==> src/rtl/load_store_unit_if.sv <==
// Request/response and data-memory bus of the load/store unit.
//   req_*        : byte-addressed load/store request from the MEM stage (valid/ready)
//   resp_*       : one-cycle completion pulse, extended load data, misaligned flag
//   mem_*        : strobes, word address and data of the 256 x 32 data memory
// modport slave  : the load/store unit itself
// modport master : the environment (requester plus data memory)
interface load_store_unit_if #(parameter int ADDR_W = 8);
  logic              req_valid;
  logic              req_ready;
  logic              req_write;
  logic [1:0]        req_size;
  logic              req_unsigned;
  logic [ADDR_W+1:0] req_addr;
  logic [31:0]       req_wdata;
  logic              resp_valid;
  logic [31:0]       resp_rdata;
  logic              misaligned;
  logic [ADDR_W-1:0] mem_address;
  logic [31:0]       mem_inData;
  logic              mem_read;
  logic              mem_write;
  logic [31:0]       mem_outData;

  modport slave (
    input  req_valid, req_write, req_size, req_unsigned, req_addr, req_wdata, mem_outData,
    output req_ready, resp_valid, resp_rdata, misaligned,
           mem_address, mem_inData, mem_read, mem_write
  );

  modport master (
    output req_valid, req_write, req_size, req_unsigned, req_addr, req_wdata, mem_outData,
    input  req_ready, resp_valid, resp_rdata, misaligned,
           mem_address, mem_inData, mem_read, mem_write
  );
endinterface

==> src/rtl/load_store_unit.sv <==
// Load/store unit: sole master of the word-addressed data memory.
// Accepts byte-addressed lb/lbu/lh/lhu/lw/sb/sh/sw, extracts and extends load
// lanes (big-endian), performs read-modify-write for sub-word stores and
// reports misaligned accesses without touching memory.
// Ports:
//   clk    : clock, all state changes on posedge
//   rst_n  : asynchronous active-low reset
//   bus    : load_store_unit_if.slave (request, response, memory bus)
//
// state   | meaning
// IDLE    | ready for a request; may carry the previous response pulse
// LD_RD   | memory read strobe for a load
// LD_WAIT | read data present, extend and respond
// ST_WR   | full-word write
// RMW_RD  | read of the word a sub-word store will modify
// RMW_WR  | write back the word with the target lane replaced
module load_store_unit #(
  parameter int ADDR_W = 8
) (
  input  logic              clk,
  input  logic              rst_n,
  load_store_unit_if.slave  bus
);

  typedef enum logic [2:0] {IDLE, LD_RD, LD_WAIT, ST_WR, RMW_RD, RMW_WR} state_t;

  state_t            state, state_nxt;
  logic [1:0]        c_size;
  logic              c_unsigned;
  logic [ADDR_W+1:0] c_addr;
  logic [31:0]       c_wdata;

  logic              hs;
  logic              req_mis;
  logic [1:0]        off;
  logic [7:0]        ld_byte;
  logic [15:0]       ld_half;
  logic [31:0]       ld_ext;
  logic [31:0]       st_merged;

  assign hs  = bus.req_valid && (state == IDLE);
  assign off = c_addr[1:0];

  always_comb begin
    req_mis = 1'b0;
    case (bus.req_size)
      2'b01:   req_mis = bus.req_addr[0];
      2'b10:   req_mis = (bus.req_addr[1:0] != 2'b00);
      2'b11:   req_mis = 1'b1;
      default: req_mis = 1'b0;
    endcase
  end

  // Big-endian lanes: offset 0 is the most significant byte.
  always_comb begin
    ld_byte = 8'h00;
    case (off)
      2'd0:    ld_byte = bus.mem_outData[31:24];
      2'd1:    ld_byte = bus.mem_outData[23:16];
      2'd2:    ld_byte = bus.mem_outData[15:8];
      default: ld_byte = bus.mem_outData[7:0];
    endcase
    ld_half = off[1] ? bus.mem_outData[15:0] : bus.mem_outData[31:16];
    case (c_size)
      2'b00:   ld_ext = c_unsigned ? {24'h0, ld_byte} : {{24{ld_byte[7]}}, ld_byte};
      2'b01:   ld_ext = c_unsigned ? {16'h0, ld_half} : {{16{ld_half[15]}}, ld_half};
      default: ld_ext = bus.mem_outData;
    endcase
  end

  always_comb begin
    st_merged = bus.mem_outData;
    if (c_size == 2'b00) begin
      case (off)
        2'd0:    st_merged[31:24] = c_wdata[7:0];
        2'd1:    st_merged[23:16] = c_wdata[7:0];
        2'd2:    st_merged[15:8]  = c_wdata[7:0];
        default: st_merged[7:0]   = c_wdata[7:0];
      endcase
    end else if (off[1]) begin
      st_merged[15:0] = c_wdata[15:0];
    end else begin
      st_merged[31:16] = c_wdata[15:0];
    end
  end

  always_ff @(posedge clk or negedge rst_n) begin
    if (!rst_n) state <= IDLE;
    else        state <= state_nxt;
  end

  always_comb begin
    state_nxt = state;
    case (state)
      IDLE: begin
        if (hs && !req_mis) begin
          if (!bus.req_write)            state_nxt = LD_RD;
          else if (bus.req_size == 2'b10) state_nxt = ST_WR;
          else                           state_nxt = RMW_RD;
        end
      end
      LD_RD:   state_nxt = LD_WAIT;
      RMW_RD:  state_nxt = RMW_WR;
      LD_WAIT, ST_WR, RMW_WR: state_nxt = IDLE;
      default: state_nxt = IDLE;
    endcase
  end

  // Strobes come straight from the state so a reset kills them immediately.
  always_comb begin
    bus.req_ready   = (state == IDLE);
    bus.mem_read    = (state == LD_RD) || (state == RMW_RD);
    bus.mem_write   = (state == ST_WR) || (state == RMW_WR);
    bus.mem_address = (state == IDLE) ? '0 : c_addr[ADDR_W+1:2];
    bus.mem_inData  = 32'h0;
    if (state == ST_WR)  bus.mem_inData = c_wdata;
    if (state == RMW_WR) bus.mem_inData = st_merged;
  end

  always_ff @(posedge clk or negedge rst_n) begin
    if (!rst_n) begin
      c_size         <= 2'b00;
      c_unsigned     <= 1'b0;
      c_addr         <= '0;
      c_wdata        <= 32'h0;
      bus.resp_valid <= 1'b0;
      bus.resp_rdata <= 32'h0;
      bus.misaligned <= 1'b0;
    end else begin
      bus.resp_valid <= 1'b0;
      bus.misaligned <= 1'b0;
      case (state)
        IDLE: begin
          if (hs) begin
            c_size     <= bus.req_size;
            c_unsigned <= bus.req_unsigned;
            c_addr     <= bus.req_addr;
            c_wdata    <= bus.req_wdata;
            if (req_mis) begin
              bus.resp_valid <= 1'b1;
              bus.misaligned <= 1'b1;
              bus.resp_rdata <= 32'h0;
            end
          end
        end
        LD_WAIT: begin
          bus.resp_valid <= 1'b1;
          bus.resp_rdata <= ld_ext;
        end
        ST_WR, RMW_WR: begin
          bus.resp_valid <= 1'b1;
          bus.resp_rdata <= 32'h0;
        end
        default: ;
      endcase
    end
  end

endmodule
==> src/flat_wrapper.sv <==
// flat-port wrapper written by rule: the top's interface ports become plain ports
module load_store_unit_flat 
#(
  parameter int ADDR_W = 8
)
  (clk, rst_n, bus_req_valid, bus_req_write, bus_req_size, bus_req_unsigned, bus_req_addr, bus_req_wdata, bus_mem_outData, bus_req_ready, bus_resp_valid, bus_resp_rdata, bus_misaligned, bus_mem_address, bus_mem_inData, bus_mem_read, bus_mem_write);
  load_store_unit_if #(.ADDR_W(ADDR_W)) bus_i ();
  input  logic clk;
  input  logic rst_n;
  input wire logic [$bits(bus_i.req_valid)-1:0] bus_req_valid;
  input wire logic [$bits(bus_i.req_write)-1:0] bus_req_write;
  input wire logic [$bits(bus_i.req_size)-1:0] bus_req_size;
  input wire logic [$bits(bus_i.req_unsigned)-1:0] bus_req_unsigned;
  input wire logic [$bits(bus_i.req_addr)-1:0] bus_req_addr;
  input wire logic [$bits(bus_i.req_wdata)-1:0] bus_req_wdata;
  input wire logic [$bits(bus_i.mem_outData)-1:0] bus_mem_outData;
  output wire logic [$bits(bus_i.req_ready)-1:0] bus_req_ready;
  output wire logic [$bits(bus_i.resp_valid)-1:0] bus_resp_valid;
  output wire logic [$bits(bus_i.resp_rdata)-1:0] bus_resp_rdata;
  output wire logic [$bits(bus_i.misaligned)-1:0] bus_misaligned;
  output wire logic [$bits(bus_i.mem_address)-1:0] bus_mem_address;
  output wire logic [$bits(bus_i.mem_inData)-1:0] bus_mem_inData;
  output wire logic [$bits(bus_i.mem_read)-1:0] bus_mem_read;
  output wire logic [$bits(bus_i.mem_write)-1:0] bus_mem_write;
  assign bus_i.req_valid = bus_req_valid;
  assign bus_i.req_write = bus_req_write;
  assign bus_i.req_size = bus_req_size;
  assign bus_i.req_unsigned = bus_req_unsigned;
  assign bus_i.req_addr = bus_req_addr;
  assign bus_i.req_wdata = bus_req_wdata;
  assign bus_i.mem_outData = bus_mem_outData;
  assign bus_req_ready = bus_i.req_ready;
  assign bus_resp_valid = bus_i.resp_valid;
  assign bus_resp_rdata = bus_i.resp_rdata;
  assign bus_misaligned = bus_i.misaligned;
  assign bus_mem_address = bus_i.mem_address;
  assign bus_mem_inData = bus_i.mem_inData;
  assign bus_mem_read = bus_i.mem_read;
  assign bus_mem_write = bus_i.mem_write;
  load_store_unit #(.ADDR_W(ADDR_W)) u_core (.clk(clk), .rst_n(rst_n), .bus(bus_i));
endmodule
==> config.mk <==
export PLATFORM = sky130hd
export DESIGN_NAME = load_store_unit_flat
export DESIGN_NICKNAME = d
export VERILOG_FILES = /design/src/rtl/load_store_unit_if.sv /design/src/rtl/load_store_unit.sv /design/src/flat_wrapper.sv
export SDC_FILE = /design/constraint.sdc
export NUM_CORES = 1
export LEC_CHECK = 0
export BUFFER_PORTS_ARGS = -buffer_cell sky130_fd_sc_hd__buf_2
export CAP_MARGIN = 40
export CELL_PAD_IN_SITES_DETAIL_PLACEMENT = 1
export CELL_PAD_IN_SITES_GLOBAL_PLACEMENT = 1
export CORE_ASPECT_RATIO = 1.5
export CORE_MARGIN = 1
export CORE_UTILIZATION = 25
export CTS_CLUSTER_SIZE = 8
export DETAILED_ROUTE_END_ITERATION = 7
export GPL_TIMING_DRIVEN = 1
export PLACE_DENSITY = 0.65
export SLEW_MARGIN = 40
export SYNTH_ARGS = -nofsm -noshare
export SYNTH_HDL_FRONTEND = slang
export SYNTH_SLANG_ARGS = --single-unit
==> constraint.sdc <==
create_clock -name clk -period 3 [get_ports clk]
set_input_delay 0.6 -clock clk [delete_from_list [all_inputs] [get_ports clk]]
set_output_delay 0.6 -clock clk [all_outputs]
set_load 0.02 [all_outputs]
# [Word level (Yosys, flattened, before mapping)]
# Cells that the tools add are included.
[word_totals] elab_cells=64 input_bits=81 output_inout_bits=77 reg_bits=82
[classes] muxes=27 n_eq_ne=14 n_reduce_logical=15
[ops] op="two-way mux 32 bit" count=7
[ops] op="one-hot mux 32 bit (3 select lines)" count=1
[ops] op="one-hot mux 32 bit (2 select lines)" count=1
[ops] op="two-way mux 16 bit" count=3
[ops] op="two-way mux 8 bit" count=5
[ops] op="one-hot mux 8 bit (3 select lines)" count=1
[ops] op="two-way mux 3 bit" count=3
[ops] op="one-hot mux 3 bit (3 select lines)" count=1
[ops] op="equality test 2 x 1 -> 1 bit (second input constant)" count=3
[ops] op="equality test 2 bit (second input constant)" count=3
[ops] op="equality test 3 x 2 -> 1 bit (second input constant)" count=2
[ops] op="equality test 3 bit (second input constant)" count=2
[ops] op="inequality test 2 x 1 -> 1 bit (second input constant)" count=3
[ops] op="OR reduction 3 bit" count=2
[ops] op="logical NOT 2 bit" count=2
[ops] op="equality test 3 x 1 -> 1 bit (second input constant)" count=1
[ops] op="logical NOT 3 bit" count=1
[ops] op="two-way mux 1 bit" count=3
[ops] op="one-hot mux 1 bit (3 select lines)" count=1
[ops] op="AND reduction 3 bit" count=1
[ops] op="nonzero test 3 bit" count=1
[ops] op="logical AND 1 bit" count=2
[ops] op="logical OR 1 bit" count=2
[ops] op="one-hot mux 1 bit (2 select lines)" count=1
[ops] op="other kinds (4)" count=4

# [Logic depth before layout (Yosys ltp)]
# Gate-level depths: netlist of run 1.
[depth] depth_word=6 ltp_mapped=7 ltp_nobuf=4

# [Least setup slack after synthesis of run 1]
# OpenSTA, ideal clock, no wires.
[synth_path] kind="register to output" startpoint="register u_core.c_addr[1]" endpoint="output port bus_mem_inData[30]" setup_slack_ns=0.685 stages_incl_launch_ff=6 n_path_buf=2 t_required_ns=2.400 arrival_time_ns=1.715 cell_sequence="dfrtp_1 > buf_4 > buf_6 > a21oi_1 > o22ai_1 > o21ai_0"
[synth_between] elab_chain_len=4 word_cells_on_any_way=5 classes_between="4 x mux; 1 x reduce/logical"
[synth_lines] element="from (decl)" line="load_store_unit.sv:30" rtl="logic [ADDR_W+1:0] c_addr;"
[synth_lines] element="from (signal assigned)" line="load_store_unit.sv:137" rtl="c_addr <= bus.req_addr;"
[synth_lines] element="logical NOT 2 bit" line="load_store_unit.sv:74" rtl="case (off)"
[synth_lines] element="two-way mux 8 bit" line="load_store_unit.sv:74"
[synth_lines] element="two-way mux 32 bit (*)" line="load_store_unit.sv:73" rtl="if (c_size == 2'b00) begin"
[synth_lines] element="two-way mux 32 bit (*)" line="load_store_unit.sv:117" rtl="if (state == RMW_WR) bus.mem_inData = st_merged;"
[synth_lines] element="to (decl)" line="flat_wrapper.sv:22" rtl="output wire logic [$bits(bus_i.mem_inData)-1:0] bus_mem_inData;"
# Mark *: on every way between the ends. The rest lies on a longest branch, timed or not.

# [Final worst setup path of run 1]
[layout_path] startpoint="register u_core.c_addr[0]" endpoint="output port bus_mem_inData[16]"
[layout_between] elab_chain_len=4
[layout_lines] element="equality test 2 x 1 -> 1 bit" line="load_store_unit.sv:74"
[layout_lines] element="two-way mux 8 bit" line="load_store_unit.sv:74"
[layout_lines] element="two-way mux 32 bit" line="load_store_unit.sv:73"
[layout_lines] element="two-way mux 32 bit" line="load_store_unit.sv:117"
# Every way passes these cells.

==> results.cfg, run 1 <==
[outcome]
status = finished with violations
violations = design-rule violations

[sta]
fin_crit_sh_pct = 96.1
finalSetupViolations = 0
rsz0062_at_grt = no
fin_skew_ps = 8.42
relSlewSlack_pct = 61.9
holdWs_ps = 118
fin_crit_ps = 2880
slew_violations = 0
fin_tns_setup_ps = 0
tightest_slew_ps = 570
finalHoldViolCount = 0
clock.fmax_mhz = 347

[critical_path]
startpoint_type = register
cp_slowest_cell = dfrtp_1
worstSetupPathType = register to output port
crit_fanout = 16
path_delay_family = simple AND/OR/NAND/NOR gates
max_stage_delay_ps = 580
crit_chain = nor3_1, nor2_4, mux2i_1, o21ai_0, buf_2
worstPathRequired_ps = 2400
arrival_ps = 2280
path_buf_inv = 1
end_kind = output port

[layout]
area_growth_pct = 29.0
finalNonFillerCells = 781
nNetsFinal = 646
drive_gt1_share_pct = 45.1

[drt]
wl_per_cell_um = 21.9
dr.max_layer_used = met4
ant_nets = 0
wirelength_um = 17100
dr_total_vias = 4037
met2_length_um = 9120
met3WireLength_um = 742
viasPerCell = 5.17
dr.pass1.iters = 6
wl_met1_um = 6690
initialDrtViolationCount = 262
drc = 12

[die]
dieArea_mm2 = 0.0184
die_h_um = 166
rows = 59
die_x_um = 111
core_mm2 = 0.0174
start_util_pct = 25.7
io_pins = 158

[place]
place.gp.congestion = 0.903
dp_hpwl_um = 13300
io_buffers = 157
dp_cells = 767

[synthesis]
ys_warn_count = 0
syn_avg_cell_area_um2 = 10.8
synth_fp_nets = 497
synth_cell_types = 43
ys_seq_elements = 82
synth-async-reset-ratio_pct = 100
synth_area_leaders = dfrtp_1 46%, mux2_2 13%, o21ai_0 5.7%, a221o_1 3.6%, o2bb2ai_1 2.7%
synth_top_area_share_pct = 45.9
yosys.area.top_type = dfrtp_1
syn_area_mm2 = 0.00447
seq_area_frac_synth_pct = 45.9
synth-edff-count = 0
synthCells = 416
ys.flop_type = dfrtp_1

[power_and_ir_drop]
leakagePower_nw = 2.70
ir_worst_vdd_v = 0.000364
total_power_w = 0.00673
powerDensity_mw_per_mm2 = 1170

[global_routing]
track_usage_pct = 18.7
antenna_found_initial = 1
grt_max_degree = 68
grt_pass1_wl_um = 26200
grt_pass1_vias = 4404
grt_overflow = 0

[flow_run]
maxCapViolations = 0

[clocking]
cts_tree = yes
htreeDepth = 3
cts_sinks = 82
clock_path_buffers = 2
post_cts_buffers = 0
clk_latency_ps = 340
clkSlewWorstSetupHoldPaths_ps = 60
numCtsBuffers = 9
clock-root-buffer = clkbuf_16

[hold_path]
hold_path_class = input port to asynchronous set/reset pin
## worst reg2reg max path, stage by stage (launching register included)
cell and delay (ps):
dfrtp_2 600, buf_4 310, mux2_2 370, mux2i_1 240, nor4_4 110, buf_4 190
a221o_1 280
## layout make-up
cell class	instances	area, um^2
Clock inverter	4	70.1
Sequential cell	82	2050
Fill cell	2024	11600
Inverter	6	22.5
Tap cell	213	267
Antenna cell	1	2.50
Timing Repair Buffer	171	918
Clock buffer	9	225
Multi-Input combinational cell	295	2210
## final timing paths
| kind | depth (start not counted) | to | slack (ps) | start |
|---|---|---|---|---|
| max | 5 | bus_mem_inData[16] | 120 | u_core.c_addr[0] |
| min | 1 | u_core.c_addr[7] | 120 | rst_n |
| max reg2reg | 6 | u_core.bus.resp_rdata[27] | 780 | u_core.c_addr[1] |
| min reg2reg | 1 | u_core.bus.resp_rdata[10] | 490 | u_core.bus.resp_rdata[10] |
| max in group asynchronous | 2 | u_core.c_addr[1] | 2210 | rst_n |
| min in group clk | 1 | u_core.bus.resp_rdata[10] | 490 | u_core.bus.resp_rdata[10] |
## synthesized netlist by cell type (4+ instances only)
cell type	instances
a211oi_1	7
a221o_1	16
a22o_1	9
a32o_1	9
buf_2	11
buf_4	8
buf_6	4
clkbuf_1	10
dfrtp_1	82
inv_1	6
mux2_2	50
mux2i_1	10
nand2_1	23
nand2b_1	12
nor2_1	17
nor2b_1	16
nor3_1	7
o21a_1	5
o21ai_0	51
o22ai_1	15
o2bb2ai_1	14
or2_2	10
## layer usage
| metal | global-route usage, % | vias to the layer above |
|---|---|---|
| met5 | 0 | - |
| met4 | 8.81 | 0 |
| met3 | 2.88 | 32 |
| met2 | 33.6 | 135 |
| met1 | 21.6 | 2023 |
| li1 | - | 1847 |
## cells in the final DEF, fill, tap and decap left out, types with 5 or more instances in the layout
cell type / count
nand2b_1: 12
o21a_1: 5
inv_1: 6
mux2i_1: 10
nor3_1: 7
o2bb2ai_1: 14
clkbuf_16: 9
a22o_1: 9
or2_2: 10
a32o_1: 9
o21ai_0: 50
a211oi_1: 7
nand2_1: 23
o22ai_1: 15
buf_4: 13
dfrtp_1: 81
buf_2: 156
nor2b_1: 16
nor2_1: 17
mux2_2: 50
a221o_1: 16
## cell families (layout without fill, tap and decap cells)
logic type	after synthesis	in the layout	share of synthesized area, %
AOI/OAI and AO/OA	139	139	22.6
and+or+nand+nor	94	94	11.1
DFF	82	82	45.9
muxes	61	61	15.3
buffers and inverters	39	190	4.92
xor gates and xnor gates	1	1	0.196
other	0	1	0
## flip-flops by register name, summed over array words and instances (netlist names)
signal and cells:
u_core.c_wdata 32, u_core.bus.misaligned 1, u_core.state 3, u_core.c_addr 10, u_core.c_size 2, u_core.c_unsigned 1, u_core.bus.resp_rdata 32, u_core.bus.resp_valid 1
## power by group
part,internal (W),total (W),switching [W]
Clock,0.000712,0.00115,0.000436
Combinational,0.00145,0.00344,0.00199
Sequential,0.00162,0.00215,0.000526
## what timing repair did
item | CTS | global route
setup endpoints to repair | 0 | 22
gates resized for setup | 0 | 5
hold buffers | 0 | 0
## through the flow
stage | instance area, um^2 | setup slack, ps | utilization (%)
global route | 5770 | 3.97 | 33.1
floorplan | 4470 | 685 | -
CTS | 5760 | 10.0 | 33.1
finish | 5770 | 117 | 33.1
global placement | 5460 | 393 | 31.4
detailed placement | 5460 | 378 | 31.4
Power figures use the tool's default switching activity.
==> run 2, diff against run 1 <==
Settings changed: REMOVE_ABC_BUFFERS from default to 1.
==> run 2 against run 1 <==
  * The run still ends with design-rule violations left
  * Fmax rose by 1.5%
  * Cell count is 0.90% higher
  * Largest power group unchanged
  * Non-clock buffer count increased by 4
  * Cell area rose by 1.1%
  * Sequential share of layout area fell by 0.40 points
  * Worst setup slack better by 41 ps
  * Wire length is 0.58% lower
  * Combinational power rose by 2%
==> results.cfg, run 2 (synthesized netlist as in run 1, its figures left out) <==
[sta]
clock.fmax_mhz = 352
holdWs_ps = 318
finalSetupViolations = 0
finalHoldViolCount = 0
fin_skew_ps = 7.81
fin_crit_ps = 2840
setup_slack_ps = 159
tightest_slew_ps = 807
slew_violations = 0
rsz0062_at_grt = no
relSlewSlack_pct = 46.0
fin_crit_sh_pct = 94.7

[place]
placed_cell_area_mm2 = 0.00548
dp_cells = 771
place_ws_ps = 530
place.gp.congestion = 0.854
dp_hpwl_um = 12700
io_buffers = 157

[outcome]
status = finished with violations
violations = design-rule violations

[die]
io_pins = 158
dieArea_mm2 = 0.0184
core_mm2 = 0.0174
start_util_pct = 25.7
die_x_um = 111
die_h_um = 166
rows = 59

[clocking]
htreeDepth = 3
numCtsBuffers = 9
cts_sinks = 82
clock-root-buffer = clkbuf_16
cts_tree = yes
clock_path_buffers = 2
clk_latency_ps = 340
clkSlewWorstSetupHoldPaths_ps = 60
post_cts_buffers = 0

[layout]
final_area_mm2 = 0.00584
final_common_cell = buf_2
area_growth_pct = 30.5
seq_area_mm2 = 0.00205
finalNonFillerCells = 788
layout_common_cells = 156 x buf_2, 81 x dfrtp_1, 51 x o21ai_0
multi_input_comb_area_mm2 = 0.00220
reg_top3 = u_core.bus.resp_rdata x32, u_core.c_wdata x32, u_core.c_addr x10
drive_gt1_share_pct = 45.3
nFillCells = 2036
nNetsFinal = 650

[drt]
viasPerCell = 5.14
wirelength_um = 17000
wl_met1_um = 6800
dr.max_layer_used = met5
met3WireLength_um = 970
ant_nets = 0
met2_length_um = 9090
dr_total_vias = 4050
initialDrtViolationCount = 233
wl_per_cell_um = 21.6
dr.pass1.iters = 7
drc = 36

[critical_path]
crit_fanout = 10
r2r_setup_slack_ps = 830
arrival_ps = 2240
worstPathRequired_ps = 2400
reg2reg_depth = 6
startpoint_type = register
worstReg2RegEnd = u_core.bus.resp_rdata[19]
reg2reg_from = u_core.c_addr[1]
end_kind = output port
worstSetupPathType = register to output port
cp-endpoint = bus_mem_inData[13]
crit_start = u_core.c_size[0]

[power_and_ir_drop]
leakagePower_nw = 2.73
ir_worst_vdd_v = 0.000367
powerDensity_mw_per_mm2 = 1180

[global_routing]
track_usage_pct = 18.9
grt_overflow = 0
grt_max_degree = 53
antenna_found_initial = 1
grt_pass1_wl_um = 26600
grt_pass1_vias = 4380

[flow_run]
maxCapViolations = 0

[hold_path]
hold_path_class = input port to asynchronous set/reset pin
==> run 2: changes by cell type in the layout (fill, tap and decap cells not counted), sizes merged <==
cell,previous run,this run
clkinvlp,0,1
bufinv,2,3
clkbuf,9,12
clkinv,2,0
buf,171,175
==> run 2: metrics by stage <==
step                      TNS [ps]  power (W)  util, %
after floorplan              -7810    0.00422        -
after global placement           0    0.00550     31.5
after detailed placement         0    0.00562     31.5
after CTS                        0    0.00698     33.5
after global routing             0    0.00735     33.5
final                            0    0.00692     33.5
==> run 2: timing repair <==
item	in CTS	in global routing
hold buffers	0	0
gates resized for setup	0	1
endpoints found under the setup margin	0	3
==> run 2: area by class of cell <==
class	count	area share, %
timing repair buffer	175	16.0
clock inverter	4	1.67
antenna	1	0.0429
inverter	6	0.386
sequential	82	35.2
tap	213	4.56
clock buffer	12	4.39
multi-input combinational	295	37.7
==> run 2: worst min-delay path by stage <==
stage                     cells past startpoint  slack, ps                  endpoint
after CTS                                     1        350     u_core.bus.resp_valid
after global routing                          1        360     u_core.bus.resp_valid
after global placement                        1        470  u_core.bus.resp_rdata[5]
after floorplan                               0        300     u_core.bus.misaligned
final                                         1        320        u_core.c_wdata[18]
after detailed placement                      1        480  u_core.bus.resp_rdata[9]
==> run 2: where the power goes <==
| group | internal, W | total [W] | switching, W | leakage, nW |
|---|---|---|---|---|
| Sequential | 0.00162 | 0.00208 | 0.000456 | 1.02 |
| Combinational | 0.00146 | 0.00351 | 0.00205 | 1.54 |
| Clock | 0.000860 | 0.00133 | 0.000467 | 0.169 |
==> run 2: layer usage <==
| layer | up-vias | track usage, % |
|---|---|---|
| met1 | 2073 | 22.3 |
| met2 | 101 | 33.9 |
| met5 | - | 0 |
| met3 | 13 | 4.56 |
| li1 | 1861 | - |
| met4 | 2 | 4.82 |
==> run 2: worst max-delay path, cell delays in order, from the launching register on <==
cell and delay [ps]:
dfrtp_1 470, or2_1 380, o21ai_2 470, nand2b_1 130, a32o_1 290, buf_2 160
==> run 3, diff against run 2 <==
Settings changed: SETUP_SLACK_MARGIN from default to 0.4.
==> run 3 against run 2 <==
  * The run still ends with design-rule violations left
  * Wire length is 1.4% higher
  * Non-clock buffer count is 14 higher
  * Fmax is 10% higher
  * Register-to-register slack better by 90 ps
  * Worst setup slack better by 270 ps
  * Flip-flop and latch count stayed put
  * Combinational power is 9.1% higher
  * Sequential power hardly changed
  * First-iteration DRC count is 15% higher
  * Via count is 1.9% higher
  * Cell count is 1.8% higher
  * Cell area is 3.2% higher
  * Largest cell class unchanged
==> results.cfg, run 3 (synthesized netlist as in run 1, its figures left out) <==
[die]
die_h_um = 166
start_util_pct = 25.7
rows = 59
core_mm2 = 0.0174
die_x_um = 111
dieArea_mm2 = 0.0184
io_pins = 158

[sta]
fin_crit_ps = 2570
fin_crit_sh_pct = 85.8
tightest_slew_ps = 837
slew_violations = 0
holdWs_ps = 322
relSlewSlack_pct = 44.0
finalHoldViolCount = 0
fin_skew_ps = 6.80
rsz0062_at_grt = yes
finalSetupViolations = 0
clock.fmax_mhz = 389

[power_and_ir_drop]
p_sw_share_pct = 42.7
total_power_w = 0.00723
pwr-share-seq_pct = 28.6
ir_worst_vdd_v = 0.000386
power.internal_w = 0.00414
leakagePower_nw = 2.81
pwr-share-comb_pct = 52.9
clkPwrFrac_pct = 18.4
switching_power_w = 0.00309
powerDensity_mw_per_mm2 = 1200

[drt]
wirelength_um = 17300
dr_total_vias = 4126
wl_per_cell_um = 21.5
viasPerCell = 5.14
initialDrtViolationCount = 267
ant_nets = 0
dr.pass1.iters = 6
drc = 36

[layout]
fin_util_pct = 34.6
final_area_mm2 = 0.00602
reg_top3 = u_core.bus.resp_rdata x32, u_core.c_wdata x32, u_core.c_addr x10
layout_common_cells = 157 x buf_2, 75 x dfrtp_1, 50 x mux2_2
finalNonFillerCells = 802
area_growth_pct = 34.6
drive_gt1_share_pct = 49.3
final_common_cell = buf_2
nNetsFinal = 664

[clocking]
numCtsBuffers = 9
cts_tree = yes
cts_sinks = 82
clock-root-buffer = clkbuf_16
htreeDepth = 3
clkSlewWorstSetupHoldPaths_ps = 60
clk_latency_ps = 340
hold_buffers = 0
clock_path_buffers = 2

[global_routing]
track_usage_pct = 18.8
grt_pass1_vias = 4372
antenna_found_initial = 1
grt_max_degree = 53
grt_pass1_wl_um = 26500
grt_overflow = 0

[critical_path]
crit_top_cell = buf_4
arrival_ps = 1970
reg2reg_from = u_core.c_addr[1]
worstPathRequired_ps = 2400
crit_chain = buf_4, nor3_2, nor2_2, buf_4, mux2i_1, o21ai_0, buf_2
reg2reg_depth = 6
max_stage_delay_ps = 440
worstReg2RegEnd = u_core.bus.resp_rdata[19]
end_kind = output port
r2r_setup_slack_ps = 920
startpoint_type = register
crit_fanout = 8
cp_slowest_cell = dfrtp_2
worstSetupPathType = register to output port

[place]
place.gp.congestion = 0.854
placed_cell_area_mm2 = 0.00548
dp_cells = 771
dp_hpwl_um = 12700
io_buffers = 157

[flow_run]
maxCapViolations = 0

[hold_path]
hold_path_class = input port to asynchronous set/reset pin

[outcome]
violations = design-rule violations
status = finished with violations
run 3: cell types whose count changed in the layout (fill, tap and decap cells not counted), sizes merged:
cell | before | now
inv | 6 | 5
buf | 175 | 188
clkinvlp | 1 | 2
clkbuf | 12 | 13
run 3: critical path, delay by kind of cell (launching register included):
family	cells	cell delay, ps
flops	1	440
buf+inv	3	540
mux	1	140
compound gates	1	180
simple gates	2	320
run 3: repair_timing:
action	CTS	global route
endpoints found under the setup margin	33	32
pin swaps	0	1
buffers inserted	2	12
endpoints found under the hold margin	0	0
resized for setup	17	24
run 3: layout make-up:
type	count	area (um^2)
Clock inverter	4	97.6
Multi-Input combinational cell	295	2250
Timing Repair Buffer	189	1060
Sequential cell	82	2060
Fill cell	2015	11400
Tap cell	213	267
Inverter	6	26.3
Antenna cell	1	2.50
Clock buffer	12	256
run 3: per-layer routing:
metal	vias to the layer above	routed length (um)	track usage, %
met5	-	0	0
met4	0	232	4.70
met3	17	969	4.42
met2	116	9230	34.0
met1	2106	6830	22.3
li1	1887	-	-
run 3: worst max-delay path by stage:
stage	from	endpoint	slack [ps]
global route	u_core.c_size[1]	bus_mem_inData[21]	370
finish	u_core.c_size[1]	bus_mem_inData[18]	430
global placement	u_core.c_size[0]	bus_mem_inData[8]	580
floorplan	u_core.state[0]	u_core.c_addr[2]	-190
detailed placement	u_core.c_size[0]	bus_mem_inData[13]	530
CTS	u_core.c_addr[0]	bus_mem_inData[18]	360
run 3: power by group through the flow:
stage	logic (W)	registers, W	clock network (W)
4_1_cts	0.00362	0.00207	0.00136
2_1_floorplan	0.00201	0.00221	0
5_1_grt	0.00412	0.00215	0.00140
3_5_place_dp	0.00353	0.00209	0
6_report	0.00383	0.00207	0.00133
3_3_place_gp	0.00345	0.00205	0
run 3: metrics by stage:
stage          worst slack [ps]  setup TNS, ps
2_1_floorplan              -190          -7810
3_3_place_gp                584              0
3_5_place_dp                530              0
4_1_cts                     362              0
5_1_grt                     369              0
6_report                    427              0
